File: config.mk
export PLATFORM = sky130hd
export DESIGN_NAME = sr_drive_controller
export DESIGN_NICKNAME = d
export VERILOG_FILES = /design/src/rtl/sr_ctrl_pkg.sv /design/src/rtl/sr_debounce.sv /design/src/rtl/sr_drive_controller.sv
export SDC_FILE = /design/constraint.sdc
export NUM_CORES = 1
export LEC_CHECK = 0
export ABC_AREA = 0
export BUFFER_PORTS_ARGS = -buffer_cell sky130_fd_sc_hd__buf_2
export CAP_MARGIN = 10
export CORE_MARGIN = 2
export CORE_UTILIZATION = 49
export DETAILED_ROUTE_END_ITERATION = 8
export PLACE_DENSITY = 0.67
export SLEW_MARGIN = 20
export SYNTH_ARGS = -nofsm -noshare
export SYNTH_HDL_FRONTEND = slang
export SYNTH_SLANG_ARGS = --single-unit
File: constraint.sdc
create_clock -name Clk -period 2 [get_ports Clk]
set_clock_uncertainty 0.1 [all_clocks]
set_input_delay 0.6 -clock Clk [delete_from_list [all_inputs] [get_ports Clk]]
set_output_delay 0.6 -clock Clk [all_outputs]
set_load 0.01 [all_outputs]
File: src/rtl/sr_ctrl_pkg.sv
`default_nettype none
// ============================================================================
// Module      : sr_ctrl_pkg
// Description : Shared definitions for the SR drive controller: FSM state
//               encoding, counter width and parameter default values.
// Revision    : 1.0 - initial release
// ============================================================================
package sr_ctrl_pkg;

    // Controller states, explicitly encoded on two bits.
    typedef enum logic [1:0] {
        ST_IDLE  = 2'd0,
        ST_PULSE = 2'd1,
        ST_CHECK = 2'd2,
        ST_FAULT = 2'd3
    } state_t;

    // Default parameter values.
    localparam int unsigned c_DEBOUNCE_DEF = 4;
    localparam int unsigned c_PULSE_W_DEF  = 2;
    localparam int unsigned c_TIMEOUT_DEF  = 8;

    // Shared pulse/timeout counter width (covers TIMEOUT up to 255).
    localparam int unsigned c_CNT_W = 8;

endpackage
`default_nettype wire

File: src/rtl/sr_debounce.sv
`default_nettype none
// ============================================================================
// Module      : sr_debounce
// Description : Two-flop synchronizer followed by a debouncer. The debounced
//               level follows the synchronized input only after the two have
//               differed on DEBOUNCE consecutive edges. A one-cycle rise
//               pulse marks each 0->1 change of the debounced level.
// Revision    : 1.0 - initial release
// Ports       : clk_i  - clock
//               rst_i  - synchronous active-high reset
//               req_i  - asynchronous request level
//               rise_o - one-cycle pulse on debounced 0->1 transition
// ============================================================================
module sr_debounce
    import sr_ctrl_pkg::*;
#(
    parameter int unsigned DEBOUNCE = c_DEBOUNCE_DEF
) (
    input  logic clk_i,
    input  logic rst_i,
    input  logic req_i,
    output logic rise_o
);

    localparam logic [3:0] c_TERM = 4'(DEBOUNCE - 1);

    logic       sync1_q;
    logic       sync2_q;
    logic       level_q;
    logic       rise_q;
    logic [3:0] cnt_q;

    always_ff @(posedge clk_i) begin
        if (rst_i) begin
            sync1_q <= 1'b0;
            sync2_q <= 1'b0;
            level_q <= 1'b0;
            rise_q  <= 1'b0;
            cnt_q   <= 4'd0;
        end else begin
            sync1_q <= req_i;
            sync2_q <= sync1_q;
            rise_q  <= 1'b0;
            // Any edge where the input agrees with the debounced level
            // restarts the stability count, so the count never wraps.
            if (sync2_q == level_q) begin
                cnt_q <= 4'd0;
            end else if (cnt_q == c_TERM) begin
                level_q <= sync2_q;
                rise_q  <= sync2_q;
                cnt_q   <= 4'd0;
            end else begin
                cnt_q <= cnt_q + 4'd1;
            end
        end
    end

    assign rise_o = rise_q;

endmodule
`default_nettype wire

File: src/rtl/sr_drive_controller.sv
`default_nettype none
// ============================================================================
// Module      : sr_drive_controller
// Description : Debounces set/clear request levels and drives a downstream SR
//               flip-flop with a fixed-width S or R pulse, then waits for the
//               flip-flop's Q to confirm the new value. Missing confirmation
//               within TIMEOUT cycles latches a fault until acknowledged.
// Revision    : 1.0 - initial release
// Ports       : Clk      - clock
//               Rst      - synchronous active-high reset
//               SetReq   - asynchronous set request level
//               ClrReq   - asynchronous clear request level
//               ErrClr   - fault acknowledge
//               Q_fb     - Q of downstream flip-flop (same clock domain)
//               S, R     - set / reset drive pulses
//               Busy     - controller not idle
//               Done     - one-cycle confirmed-completion pulse
//               Conflict - one-cycle pulse on simultaneous set and clear
//               Err      - high while faulted
// ============================================================================
module sr_drive_controller
    import sr_ctrl_pkg::*;
#(
    parameter int unsigned DEBOUNCE = c_DEBOUNCE_DEF,
    parameter int unsigned PULSE_W  = c_PULSE_W_DEF,
    parameter int unsigned TIMEOUT  = c_TIMEOUT_DEF
) (
    input  logic Clk,
    input  logic Rst,
    input  logic SetReq,
    input  logic ClrReq,
    input  logic ErrClr,
    input  logic Q_fb,
    output logic S,
    output logic R,
    output logic Busy,
    output logic Done,
    output logic Conflict,
    output logic Err
);

    localparam logic [c_CNT_W-1:0] c_PULSE_TERM   = c_CNT_W'(PULSE_W - 1);
    localparam logic [c_CNT_W-1:0] c_TIMEOUT_TERM = c_CNT_W'(TIMEOUT - 1);

    logic               set_ev;
    logic               clr_ev;
    state_t             state_q,    state_d;
    logic [c_CNT_W-1:0] cnt_q,      cnt_d;
    logic               target_q,   target_d;
    logic               s_q,        s_d;
    logic               r_q,        r_d;
    logic               busy_q,     busy_d;
    logic               done_q,     done_d;
    logic               conflict_q, conflict_d;
    logic               err_q,      err_d;

    sr_debounce #(.DEBOUNCE(DEBOUNCE)) u_set_db (
        .clk_i  (Clk),
        .rst_i  (Rst),
        .req_i  (SetReq),
        .rise_o (set_ev)
    );

    sr_debounce #(.DEBOUNCE(DEBOUNCE)) u_clr_db (
        .clk_i  (Clk),
        .rst_i  (Rst),
        .req_i  (ClrReq),
        .rise_o (clr_ev)
    );

    always_comb begin
        state_d    = state_q;
        cnt_d      = cnt_q;
        target_d   = target_q;
        done_d     = 1'b0;
        conflict_d = 1'b0;
        case (state_q)
            ST_IDLE: begin
                cnt_d = '0;
                if (set_ev && clr_ev) begin
                    conflict_d = 1'b1;
                end else if (set_ev) begin
                    state_d  = ST_PULSE;
                    target_d = 1'b1;
                end else if (clr_ev) begin
                    state_d  = ST_PULSE;
                    target_d = 1'b0;
                end
            end
            ST_PULSE: begin
                if (cnt_q == c_PULSE_TERM) begin
                    state_d = ST_CHECK;
                    cnt_d   = '0;
                end else begin
                    cnt_d = cnt_q + 1'b1;
                end
            end
            ST_CHECK: begin
                if (Q_fb == target_q) begin
                    state_d = ST_IDLE;
                    done_d  = 1'b1;
                    cnt_d   = '0;
                end else if (cnt_q == c_TIMEOUT_TERM) begin
                    state_d = ST_FAULT;
                    cnt_d   = '0;
                end else begin
                    cnt_d = cnt_q + 1'b1;
                end
            end
            ST_FAULT: begin
                if (ErrClr) begin
                    state_d = ST_IDLE;
                end
            end
            default: begin
                state_d = ST_IDLE;
            end
        endcase

        // Outputs are decoded from the next state so they are registered
        // alongside it; S and R are mutually exclusive by target.
        s_d    = (state_d == ST_PULSE) &&  target_d;
        r_d    = (state_d == ST_PULSE) && !target_d;
        busy_d = (state_d != ST_IDLE);
        err_d  = (state_d == ST_FAULT);
    end

    always_ff @(posedge Clk) begin
        if (Rst) begin
            state_q    <= ST_IDLE;
            cnt_q      <= '0;
            target_q   <= 1'b0;
            s_q        <= 1'b0;
            r_q        <= 1'b0;
            busy_q     <= 1'b0;
            done_q     <= 1'b0;
            conflict_q <= 1'b0;
            err_q      <= 1'b0;
        end else begin
            state_q    <= state_d;
            cnt_q      <= cnt_d;
            target_q   <= target_d;
            s_q        <= s_d;
            r_q        <= r_d;
            busy_q     <= busy_d;
            done_q     <= done_d;
            conflict_q <= conflict_d;
            err_q      <= err_d;
        end
    end

    assign S        = s_q;
    assign R        = r_q;
    assign Busy     = busy_q;
    assign Done     = done_q;
    assign Conflict = conflict_q;
    assign Err      = err_q;

endmodule
`default_nettype wire

==> metrics.md, run 1 <==
| Metric | Value |
|---|---|
| Setup Viol. Count Final | `0` |
| Hold Path Sink | `u_clr_db.cnt_q[0]$_SDFF_PP0_` |
| Via density | `5.26` |
| Core area | `0.00298 mm^2` |
| Total Routing Usage GR | `17.6%` |
| CTS buffer count | `5` |
| Outcome | `complete, no violations` |
| Post-CTS Hold Fix Bufs | `0` |
| Min Clock Period, post-route | `1.82 ns` |
| Final Max Slew Viols | `0` |
| Critical path's largest stage delay | `0.41 ns` |
| Total power | `0.00120 W` |
| Worst reg2reg path depth | `6` |
| Fill count | `280` |
| FMAX | `550 MHz` |
| Final instance area | `0.00168 mm^2` |
| Post-route DRC | `0` |
| Setup TNS | `0 ns` |
| Post-Syn Nets | `176` |
| Post-DP Area | `around 0.0016 mm^2` |
| Syn_area_per_cell | `9.37 um^2` |
| Dpl hpwl | `1890 um` |
| Hold Path Cell Cnt | `1` |
| Placed Instances | `just over 200` |
| Post-synth EDFFs | `0` |
| Async SR Flop Fraction | `0%` |
| Clk root buf | `clkbuf_4` |
| WHS | `0.356 ns` |
| WP buf/inv | `0` |
| P per Cell Area | `slightly above 700 mW/mm^2` |
| Crit path depth | `6` |
| Data arrival, critical path | `approximately 2 ns` |
| H-tree level count | `2` |
| Crit path required time | `2.14 ns` |
| Worst slew pin tran | `0.396 ns` |
| Min-delay worst type | `register to register` |
| Port-buffer cells | `11` |
| Post_cts resized | `0` |
| Post-Route WL | `2580 um` |
| # rows | `20` |
| Nets | `just under 200` |
| Post-route ant nets | `0` |
| Max Cap Viol | `0` |
| Initial antenna violation count | `0` |
| Dominant cells by area after synthesis | `dfxtp_1 (44%), ha_1 (8.3%), nor2_1 (5.8%), xnor2_1 (4.1%), a21oi_1 (3.0%)` |
| #FFs+latches synth | `33` |
| Synth top area share | `44.1%` |
| Syn. warnings | `0` |
| IO Count | `12` |
| CP Class | `register to register` |
| Iter 0 DRT Violations | `32` |
| Largest net degree at the start of global routing | `13` |
| Vias in the first global route | `1128` |
| Clock buffer depth | `2` |
| Worst VDD drop | `0.000723 V` |
| N_diodes | `0` |
| HP Start | `u_clr_db.cnt_q[0]$_SDFF_PP0_` |
| Reg-to-Reg Start | `cnt_q[0]$_SDFFE_PP0P_` |
| RSZ-0062 raised after global routing | `no` |
| Clk slew on worst S/H paths | `around 0.11 ns` |
| Synth Instances | `160` |
| Yosys cell types | `41` |
| Worst R2R End | `R$_SDFF_PP0_` |
| Post-CTS setup buffers | `0` |
| Crit path from | `cnt_q[0]$_SDFFE_PP0P_` |
| Slew headroom | `approximately 73%` |
| Crit path max-delay family | `compound AO/OA/AOI/OAI gates` |
| Non-Filler Instances | `about 210` |
| CP Cell Sequence | `ha_1 > nor2b_2 > nand3_2 > a22o_1 > o221ai_2 > and3b_1` |
| GPL Wtd Cong | `a little over 0.8` |
| Die footprint | `0.00352 mm^2` |
| Synth area leader | `dfxtp_1` |
| Die X | `59.3 um` |
| Worst path slowest cell | `dfxtp_1` |
| Final hold viol count | `0` |
| Initial Utilization | `roughly half` |
| R2R Setup Slk | `0.18 ns` |
| Die span in y | `around 60 um` |
| 1st-pass router iterations | `4` |
| CP endpoint kind | `register` |
| Share of cells above drive strength 1 | `17.3%` |
| Worst Setup Start Kind | `register` |
| CTS tree | `done` |
| LEAKAGE | `slightly below 0.7 nW` |
| GR Overflow Total | `0` |
| CTS Sinks | `33` |
| CP Max Fanout | `5` |
| Area delta synth->final | `12.3%` |
| Routed wire per std cell | `about 12 um` |
| Synthesized area | `roughly 0.0015 mm^2` |
| Most used DFF post-synth | `dfxtp_1` |
| DR vias | `~1.1k` |
| Sequential share of the synthesized area | `44.1%` |
| Clk_lat worst skew | `0.34 ns` |
| First-pass GRT wire length | `4640 um` |
| Part of the cycle the worst path needs | `90.9%` |
through the flow:
stage	setup WS (ns)	utilization, %
floorplan	0.315	-
global placement	0.165	53.7
detailed placement	0.109	53.7
CTS	0.179	56.5
global route	0.0673	56.5
finish	0.182	56.5
power by group:
group / internal, W / switching [W] / total [W]
clock network: 0.000265 / 0.000243 / 0.000507
logic: 0.0000102 / 0.0000133 / 0.0000236
registers: 0.000662 / 0.00000263 / 0.000664
total: 0.000937 / 0.000259 / 0.00120
registers in the layout, summed over array words and instances, names as in the netlist, 2 cells and up:
register and flops:
cnt_q 8, u_set_db.cnt_q 4, state_q 2, u_clr_db.cnt_q 4
cells in the final DEF, fill, tap and decap left out, types with 2 or more instances in the layout:
cell and instances:
dfxtp_1 33, nor2_1 23, buf_2 11, inv_1 10, nand2_1 10, ha_1 10, a21oi_1 9, xnor2_1 7
nor3b_1 5, nand3_1 5, nor2b_1 5, clkbuf_4 5, xor2_1 4, buf_4 4, and3_1 3, or3_1 2
nor4_1 2, a31oi_1 2, nor3_1 2, o22ai_1 2, mux2i_1 2
metal layers:
layer	track usage [%]	share of wire, %	up-vias
li1	-	-	579
met1	21.0	49	516
met2	28.6	46	13
met3	4.59	2.8	7
met4	9.74	2.3	0
met5	0	0	-
kinds of logic after synthesis:
family | count (synthesis) | synth area share (%)
and+or+nand+nor | 66 | 23.9
adders and majority gates | 10 | 8.35
muxes | 2 | 1.34
xor gates and xnor gates | 11 | 6.43
DFF | 33 | 44.1
buffers and inverters | 14 | 4.26
AOI/OAI and AO/OA | 24 | 11.7
layout make-up:
type                            count  area (um^2)  area share, %
Clock buffer                        5         37.5           2.23
Tap cell                           33         41.3           2.45
Multi-Input combinational cell    113          774           46.0
Timing Repair Buffer               15         85.1           5.06
Sequential cell                    33          661           39.3
Inverter                           10         37.5           2.23
Clock inverter                      3         46.3           2.75
worst max-delay path by stage:
stage / slack [ns] / to
final: 0.18 / R$_SDFF_PP0_
after global routing: 0.07 / cnt_q[7]$_SDFFE_PP0P_
after CTS: 0.18 / R$_SDFF_PP0_
after detailed placement: 0.11 / R$_SDFF_PP0_
after global placement: 0.16 / R$_SDFF_PP0_
after floorplan: 0.32 / cnt_q[5]$_SDFFE_PP0P_
worst reg2reg max path: stages (launching register included):
cell and delay [ns]:
dfxtp_1 0.41, ha_1 0.17, nor2b_2 0.20, nand3_2 0.10
a22o_1 0.29, o221ai_2 0.26, and3b_1 0.21
Yosys cell counts (3+ instances only):
cell type / instances
dfxtp_1: 33
nor2b_1: 5
nor2_1: 23
nor3b_1: 5
ha_1: 10
and3_1: 3
a21oi_1: 9
nand2_1: 10
nand3_1: 5
xnor2_1: 7
inv_1: 10
xor2_1: 4
(Power assumes the default switching activity.)
==> inputs of run 2 (changes only) <==
--- a/config.mk
+++ b/config.mk
@@ -15,4 +15,5 @@
 export SLEW_MARGIN = 20
 export SYNTH_ARGS = -nofsm -noshare
 export SYNTH_HDL_FRONTEND = slang
+export SYNTH_HIERARCHICAL = 1
 export SYNTH_SLANG_ARGS = --single-unit
==> constraint.sdc (replaced) <==
create_clock -name Clk -period 2.3 [get_ports Clk]
set_clock_uncertainty 0.1 [all_clocks]
set_input_delay 0.69 -clock Clk [delete_from_list [all_inputs] [get_ports Clk]]
set_output_delay 0.69 -clock Clk [all_outputs]
set_load 0.01 [all_outputs]
==> run 2 against run 1 <==
Compared with the run above:
- non-clock buffer count down 3
- sequential share of layout area down 1.3 points
- routed wire length up 9.8%
- worst setup slack better by 0.10 ns
- fmax down 9.8%
- global-route usage up 0.21 points
- die area up 3.4%
- total power down 12%
- sequential cell count unchanged
- synthesized area up 3.7%
- critical endpoint unchanged
==> metrics.md, run 2 <==
| Metric | Value |
|---|---|
| Largest register FFs | `8 (unchanged)` |
| # rows | `20 (unchanged)` |
| Placed Instances | `220 (+7.8%)` |
| Post-synth EDFFs | `0 (unchanged)` |
| Post-Route WL | `2840 um (+9.8%)` |
| Worst path slowest cell | `or4_4` |
| Async SR Flop Fraction | `0% (unchanged)` |
| Worst reg2reg path depth | `4 (-2)` |
| Die footprint | `0.00364 mm^2 (+3.4%)` |
| Yosys cell types | `40 (-2.4%)` |
| N_diodes | `0 (unchanged)` |
| Die span in y | `60.3 um (+1.7%)` |
| Slew headroom | `61.0% (-12 points)` |
| Worst R2R End | `R$_SDFF_PP0_` |
| FMAX | `496 MHz (-9.8%)` |
| Iter 0 DRT Violations | `62 (+94%)` |
| Dpl hpwl | `1990 um (+5.5%)` |
| Hold Path Sink | `u_clr_db/cnt_q[0]$_SDFF_PP0_` |
| R2R Setup Slk | `0.29 ns (+0.10 ns)` |
| Core area | `0.00303 mm^2 (+1.7%)` |
| Sequential share of the synthesized area | `42.5% (-1.6 points)` |
| Most instantiated cells after synthesis | `dfxtp_1 (33), nor2_1 (19), inv_1 (13)` |
| Port-buffer cells | `11 (unchanged)` |
| WHS | `0.346 ns (-0.00972 ns)` |
| Post-route DRC | `0 (unchanged)` |
| LEAKAGE | `0.703 nW (+3.1%)` |
| Synth Instances | `168 (+5.0%)` |
| Critical path's largest stage delay | `0.54 ns (+0.13 ns)` |
| Clk_lat worst skew | `0.33 ns (about the same)` |
| Nets | `199 (+2.6%)` |
| Syn. warnings | `6 (+6)` |
| CTS buffer count | `5 (unchanged)` |
| Via density | `5.38 (+2.3%)` |
| Non-Filler Instances | `228 (+7.5%)` |
| H-tree level count | `2 (unchanged)` |
| Data arrival, critical path | `2.15 ns (+0.19 ns)` |
| Largest Register | `cnt_q` |
| Post-Syn Nets | `184 (+4.5%)` |
| Final hold viol count | `0 (unchanged)` |
| Clock buffer depth | `2 (unchanged)` |
| First-pass GRT wire length | `4880 um (+5.2%)` |
| Part of the cycle the worst path needs | `87.6% (-3.3 points)` |
| Synthesized area | `0.00155 mm^2 (+3.7%)` |
| Final Core Density | `57.4% (+0.93 points)` |
| Dominant cells by area after synthesis | `dfxtp_1 (43%), ha_1 (8.1%), nor2_1 (4.6%), o221ai_1 (4.5%), a21oi_1 (3.2%)` |
| Outcome | `complete, no violations` |
| Total Routing Usage GR | `17.8% (+0.21 points)` |
| GR Overflow Total | `0 (unchanged)` |
| HP Start | `u_clr_db/cnt_q[0]$_SDFF_PP0_` |
| Synth area leader | `dfxtp_1` |
| CTS Sinks | `33 (unchanged)` |
| Total power | `0.00105 W (-12%)` |
| Routed wire per std cell | `12.4 um (+2.1%)` |
| Most frequent cell after synthesis | `dfxtp_1` |
| Crit path required time | `2.44 ns (+0.30 ns)` |
| Area delta synth->final | `11.9%` |
| Worst VDD drop | `0.000384 V (-47%)` |
| Commonest non-fill, non-tap cells in the layout | `dfxtp_1 (33), nor2_1 (19), inv_1 (13)` |
| Post-CTS Hold Fix Bufs | `0 (unchanged)` |
| Most used DFF post-synth | `dfxtp_1` |
| GPL Wtd Cong | `0.778 (-3.9%)` |
| Commonest non-fill, non-tap cell in the layout | `dfxtp_1` |
| RSZ-0062 raised after global routing | `no` |
| Max Cap Viol | `0 (unchanged)` |
| 1st-pass router iterations | `4 (unchanged)` |
| Largest net degree at the start of global routing | `24 (+11)` |
| Initial Utilization | `51.3% (+0.99 points)` |
| Reg-to-Reg Start | `cnt_q[3]$_SDFFE_PP0P_` |
| #FFs+latches synth | `33 (unchanged)` |
| IO Count | `12 (unchanged)` |
| Hold Path Cell Cnt | `1 (unchanged)` |
| Min Clock Period, post-route | `2.01 ns (+0.197 ns)` |
| Post-CTS setup buffers | `0 (unchanged)` |
| Syn_area_per_cell | `9.25 um^2 (-1.3%)` |
| Min-delay worst type | `register to register` |
| Setup TNS | `0 ns (unchanged)` |
| Clk root buf | `clkbuf_4` |
| CP Max Fanout | `10 (+5)` |
| Worst Setup Start Kind | `register` |
| Share of cells above drive strength 1 | `16.3% (-1.0 points)` |
| Setup Viol. Count Final | `0 (unchanged)` |
| CP Cell Sequence | `or4_4 > o31a_1 > o221ai_2 > and3b_1` |
| Clk slew on worst S/H paths | `0.10 ns (about the same)` |
| Die X | `60.3 um (+1.7%)` |
| Final Max Slew Viols | `0 (unchanged)` |
| Synth top area share | `42.5% (-1.6 points)` |
| CP endpoint kind | `register` |
| P per Cell Area | `603 mW/mm^2 (-15%)` |
| DR vias | `1227 (+10%)` |
| Vias in the first global route | `1161 (+2.9%)` |
| CP Class | `register to register` |
| Post-route ant nets | `0 (unchanged)` |
| Worst slew pin tran | `0.584 ns (+0.189 ns)` |
| CTS tree | `done` |
| Biggest regs | `cnt_q: 8 flops, u_clr_db/cnt_q: 4 flops, u_set_db/cnt_q: 4 flops` |
| Initial antenna violation count | `0 (unchanged)` |
-- run 2: cell families (layout without fill, tap and decap cells) --
| group | count (synthesis) | count (layout) | synth area share (%) |
|---|---|---|---|
| buffers and inverters | 17 | 33 | 4.59 |
| and+or+nand+nor | 64 | 64 | 23.4 |
| xor gates and xnor gates | 9 | 9 | 5.07 |
| DFF | 33 | 33 | 42.5 |
| AOI/OAI and AO/OA | 33 | 33 | 15.1 |
| muxes | 2 | 2 | 1.29 |
| adders and majority gates | 10 | 10 | 8.05 |
-- run 2: worst max-delay path by stage --
stage,slack [ns],start,depth (start not counted),endpoint
2_1_floorplan,0.44,Q_fb,4,cnt_q[3]$_SDFFE_PP0P_
3_3_place_gp,0.04,Q_fb,5,cnt_q[6]$_SDFFE_PP0P_
3_5_place_dp,-0.04,Q_fb,5,cnt_q[4]$_SDFFE_PP0P_
4_1_cts,0.19,state_q[0]$_SDFF_PP0_,6,cnt_q[4]$_SDFFE_PP0P_
5_1_grt,0.15,state_q[0]$_SDFF_PP0_,5,cnt_q[7]$_SDFFE_PP0P_
6_report,0.29,cnt_q[3]$_SDFFE_PP0P_,4,R$_SDFF_PP0_
-- run 2: layout make-up --
class	instances	area, um^2
clock buffers	7	55.1
clock inverters	1	30.0
fillers	284	1290
inverters	13	48.8
multi-input cells	118	827
flip-flops and latches	33	661
well taps	44	55.1
repair buffers	12	62.6
-- run 2: power breakdown --
part	internal, W	switching [W]	leakage (nW)	total, W
registers	0.000575	0.00000228	0.267	0.000578
logic	0.00000885	0.0000133	0.391	0.0000221
clock network	0.000260	0.000189	0.0455	0.000448
-- run 2: critical path: cells and delay by family (launching register included) --
kind / cells / cell delay [ns]
and+or+nand+nor: 2 / 0.74
AOI/OAI and AO/OA: 2 / 0.70
DFF: 1 / 0.38
-- run 2: metal layers --
metal	up-vias	GRT usage, %	wire length (um)
met3	8	4.55	74
met2	18	29.8	1390
met1	580	21.6	1310
met4	0	7.62	57
li1	621	-	-
met5	-	0	0
-- run 2: what timing repair did --
action | 4_1_cts | 5_1_grt
endpoints found under the setup margin | 0 | 1
resized for setup | 0 | 1
hold endpoints to repair | 0 | 0
-- run 2: stage by stage --
step | instance area [um^2] | setup WS [ns]
after floorplan | 1550 | 0.437
after global placement | 1650 | 0.0374
after detailed placement | 1650 | -0.0411
after CTS | 1730 | 0.188
after global routing | 1740 | 0.155
final | 1740 | 0.286
==> inputs of run 3 (changes only) <==
--- a/config.mk
+++ b/config.mk
@@ -10,6 +10,7 @@
 export CAP_MARGIN = 10
 export CORE_MARGIN = 2
 export CORE_UTILIZATION = 49
+export CTS_BUF_LIST = sky130_fd_sc_hd__clkbuf_8
 export DETAILED_ROUTE_END_ITERATION = 8
 export PLACE_DENSITY = 0.67
 export SLEW_MARGIN = 20
==> run 3 against run 2 <==
Compared with the run above:
- routed wire length is 1.4% higher
- cell area is 1.5% higher
- combinational power hardly changed
- die area stayed put
- register-to-register slack worse by 0.11 ns
- total power is 10% higher
- non-clock buffer count stayed put
- global-route usage is 0.31 points higher
- critical path depth is 2 higher
- sequential cell count stayed put
- hold slack worse by 0.0053 ns
- sequential power hardly changed
- critical endpoint is now cnt_q[7]$_SDFFE_PP0P_
==> metrics.md, run 3 (synthesis gave the netlist of run 2 again) <==
| Metric | Value |
|---|---|
| Die footprint | `0.00364 mm^2 (unchanged)` |
| Initial antenna violation count | `0 (unchanged)` |
| Reg-to-Reg Start | `state_q[0]$_SDFF_PP0_` |
| Die X | `60.3 um (unchanged)` |
| Post-CTS Hold Fix Bufs | `0 (unchanged)` |
| CP Class | `register to register` |
| RSZ-0062 raised after global routing | `no` |
| Final instance area | `0.00177 mm^2 (+1.5%)` |
| GR Overflow Total | `0 (unchanged)` |
| Clock buffer depth | `2 (unchanged)` |
| Worst reg2reg path depth | `6 (+2)` |
| Setup TNS | `0 ns (unchanged)` |
| Fill count | `282 (-0.70%)` |
| Post-DP Area | `0.00165 mm^2 (unchanged)` |
| CTS Sinks | `33 (unchanged)` |
| 1st-pass router iterations | `4 (unchanged)` |
| Iter 0 DRT Violations | `57 (-8.1%)` |
| Crit path from | `state_q[0]$_SDFF_PP0_` |
| Outcome | `complete, no violations` |
| CP Cell Sequence | `inv_1 > ha_1 > inv_1 > a211oi_1 > o221ai_1 > a21oi_1` |
| CP Max Fanout | `7 (-3)` |
| CP endpoint kind | `register` |
| Routed wire per std cell | `12.6 um (+1.4%)` |
| Largest Register | `cnt_q` |
| Core area | `0.00303 mm^2 (unchanged)` |
| IO Count | `12 (unchanged)` |
| Non-Filler Instances | `228 (unchanged)` |
| Crit path required time | `2.42 ns (-0.02 ns)` |
| Nets | `199 (unchanged)` |
| # rows | `20 (unchanged)` |
| Slew headroom | `37.7% (-23 points)` |
| Clk slew on worst S/H paths | `0.06 ns (-0.04 ns)` |
| Commonest non-fill, non-tap cell in the layout | `dfxtp_1` |
| Largest register FFs | `8 (unchanged)` |
| Share of cells above drive strength 1 | `15.8% (-0.54 points)` |
| Clk_lat worst skew | `0.28 ns (-0.05 ns)` |
| LEAKAGE | `0.720 nW (+2.3%)` |
| Worst Setup Start Kind | `register` |
| Port-buffer cells | `11 (unchanged)` |
| Register area | `661 um^2 (unchanged)` |
| GPL Wtd Cong | `0.778 (unchanged)` |
| DR vias | `1235 (+0.65%)` |
| P per Cell Area | `653 mW/mm^2 (+8.4%)` |
| H-tree level count | `2 (unchanged)` |
| Setup Viol. Count Final | `0 (unchanged)` |
| Via density | `5.42 (+0.65%)` |
| Worst VDD drop | `0.000426 V (+11%)` |
| Critical path's largest stage delay | `0.74 ns (+0.20 ns)` |
| Min-delay worst type | `register to register` |
| N_diodes | `0 (unchanged)` |
| Min Clock Period, post-route | `2.12 ns (+0.109 ns)` |
| Post_cts resized | `0 (unchanged)` |
| Multi-input gate area | `822 um^2 (-0.61%)` |
| Biggest regs | `cnt_q: 8 flops, u_clr_db/cnt_q: 4 flops, u_set_db/cnt_q: 4 flops` |
| Part of the cycle the worst path needs | `92.3% (+4.7 points)` |
| CTS tree | `done` |
| Post-CTS setup buffers | `0 (unchanged)` |
| Max Cap Viol | `0 (unchanged)` |
| Final hold viol count | `0 (unchanged)` |
| Most common cell on crit path | `inv_1` |
| Total Routing Usage GR | `18.1% (+0.31 points)` |
| FMAX | `471 MHz (-5.1%)` |
| CTS buffer count | `5 (unchanged)` |
| Worst slew pin tran | `0.929 ns (+0.344 ns)` |
| Worst R2R End | `cnt_q[7]$_SDFFE_PP0P_` |
| Data arrival, critical path | `2.24 ns (+0.09 ns)` |
| Worst path slowest cell | `a211oi_1` |
| Initial Utilization | `51.3% (unchanged)` |
| Post-route DRC | `0 (unchanged)` |
| Die span in y | `60.3 um (unchanged)` |
| CP endpoint | `cnt_q[7]$_SDFFE_PP0P_` |
| Largest net degree at the start of global routing | `24 (unchanged)` |
| Post-route ant nets | `0 (unchanged)` |
| R2R Setup Slk | `0.18 ns (-0.11 ns)` |
| Final Max Slew Viols | `0 (unchanged)` |
| Commonest non-fill, non-tap cells in the layout | `dfxtp_1 (33), nor2_1 (19), inv_1 (14)` |
| Clk root buf | `clkbuf_8` |
| Dpl hpwl | `1990 um (unchanged)` |
| Placed Instances | `220 (unchanged)` |
| Area delta synth->final | `13.6%` |
| Post-Route WL | `2880 um (+1.4%)` |
| Vias in the first global route | `1163 (+0.17%)` |
| Total power | `0.00115 W (+10%)` |
| First-pass GRT wire length | `4910 um (+0.55%)` |
## run 3: cell types whose count changed in the layout (fill, tap and decap cells not counted), sizes merged
cell,previous run,this run
clkbuf,7,6
inv,13,14
## run 3: metal layers
layer,GRT usage (%),vias up,share of wire (%)
met2,30.0,16,48
met4,9.52,0,2.1
met1,21.6,588,47
li1,-,623,-
met5,0,-,0
met3,4.55,8,3.1
## run 3: how the worst min path moves through the flow
stage	to	start	cells after the start	slack, ns
6_report	u_clr_db/cnt_q[0]$_SDFF_PP0_	u_clr_db/cnt_q[0]$_SDFF_PP0_	1	0.34
4_1_cts	u_clr_db/cnt_q[0]$_SDFF_PP0_	u_clr_db/cnt_q[0]$_SDFF_PP0_	1	0.34
3_5_place_dp	u_clr_db/cnt_q[0]$_SDFF_PP0_	u_clr_db/cnt_q[0]$_SDFF_PP0_	1	0.33
2_1_floorplan	u_clr_db/sync2_q$_SDFF_PP0_	u_clr_db/sync1_q$_SDFF_PP0_	1	0.31
5_1_grt	u_clr_db/sync2_q$_SDFF_PP0_	u_clr_db/sync1_q$_SDFF_PP0_	1	0.37
3_3_place_gp	u_clr_db/sync2_q$_SDFF_PP0_	u_clr_db/sync1_q$_SDFF_PP0_	1	0.32
## run 3: per-stage QoR
step	worst slack [ns]	hold WS (ns)	utilization [%]
2_1_floorplan	0.437	0.314	-
3_3_place_gp	0.0374	0.322	54.5
3_5_place_dp	-0.0411	0.335	54.5
4_1_cts	0.199	0.345	58.3
5_1_grt	0.00252	0.369	58.3
6_report	0.177	0.341	58.3
## run 3: area by class of cell
type / instances / share of cell area [%]
multi-input combinational: 118 / 46.6
sequential: 33 / 37.4
clock buffer: 6 / 4.68
timing repair buffer: 12 / 3.54
tap: 44 / 3.12
inverter: 13 / 2.76
clock inverter: 2 / 1.91
## run 3: power breakdown
group | leakage [nW] | internal (W) | switching (W)
logic | 0.390 | 0.00000884 | 0.0000132
registers | 0.267 | 0.000576 | 0.00000229
clock network | 0.0626 | 0.000348 | 0.000205
## run 3: critical path: cells and delay by family (launching register included)
kind / cells / cell delay, ns
AOI/OAI and AO/OA: 3 / 1.11
adders and majority gates: 1 / 0.23
buffers and inverters: 2 / 0.24
DFF: 1 / 0.36
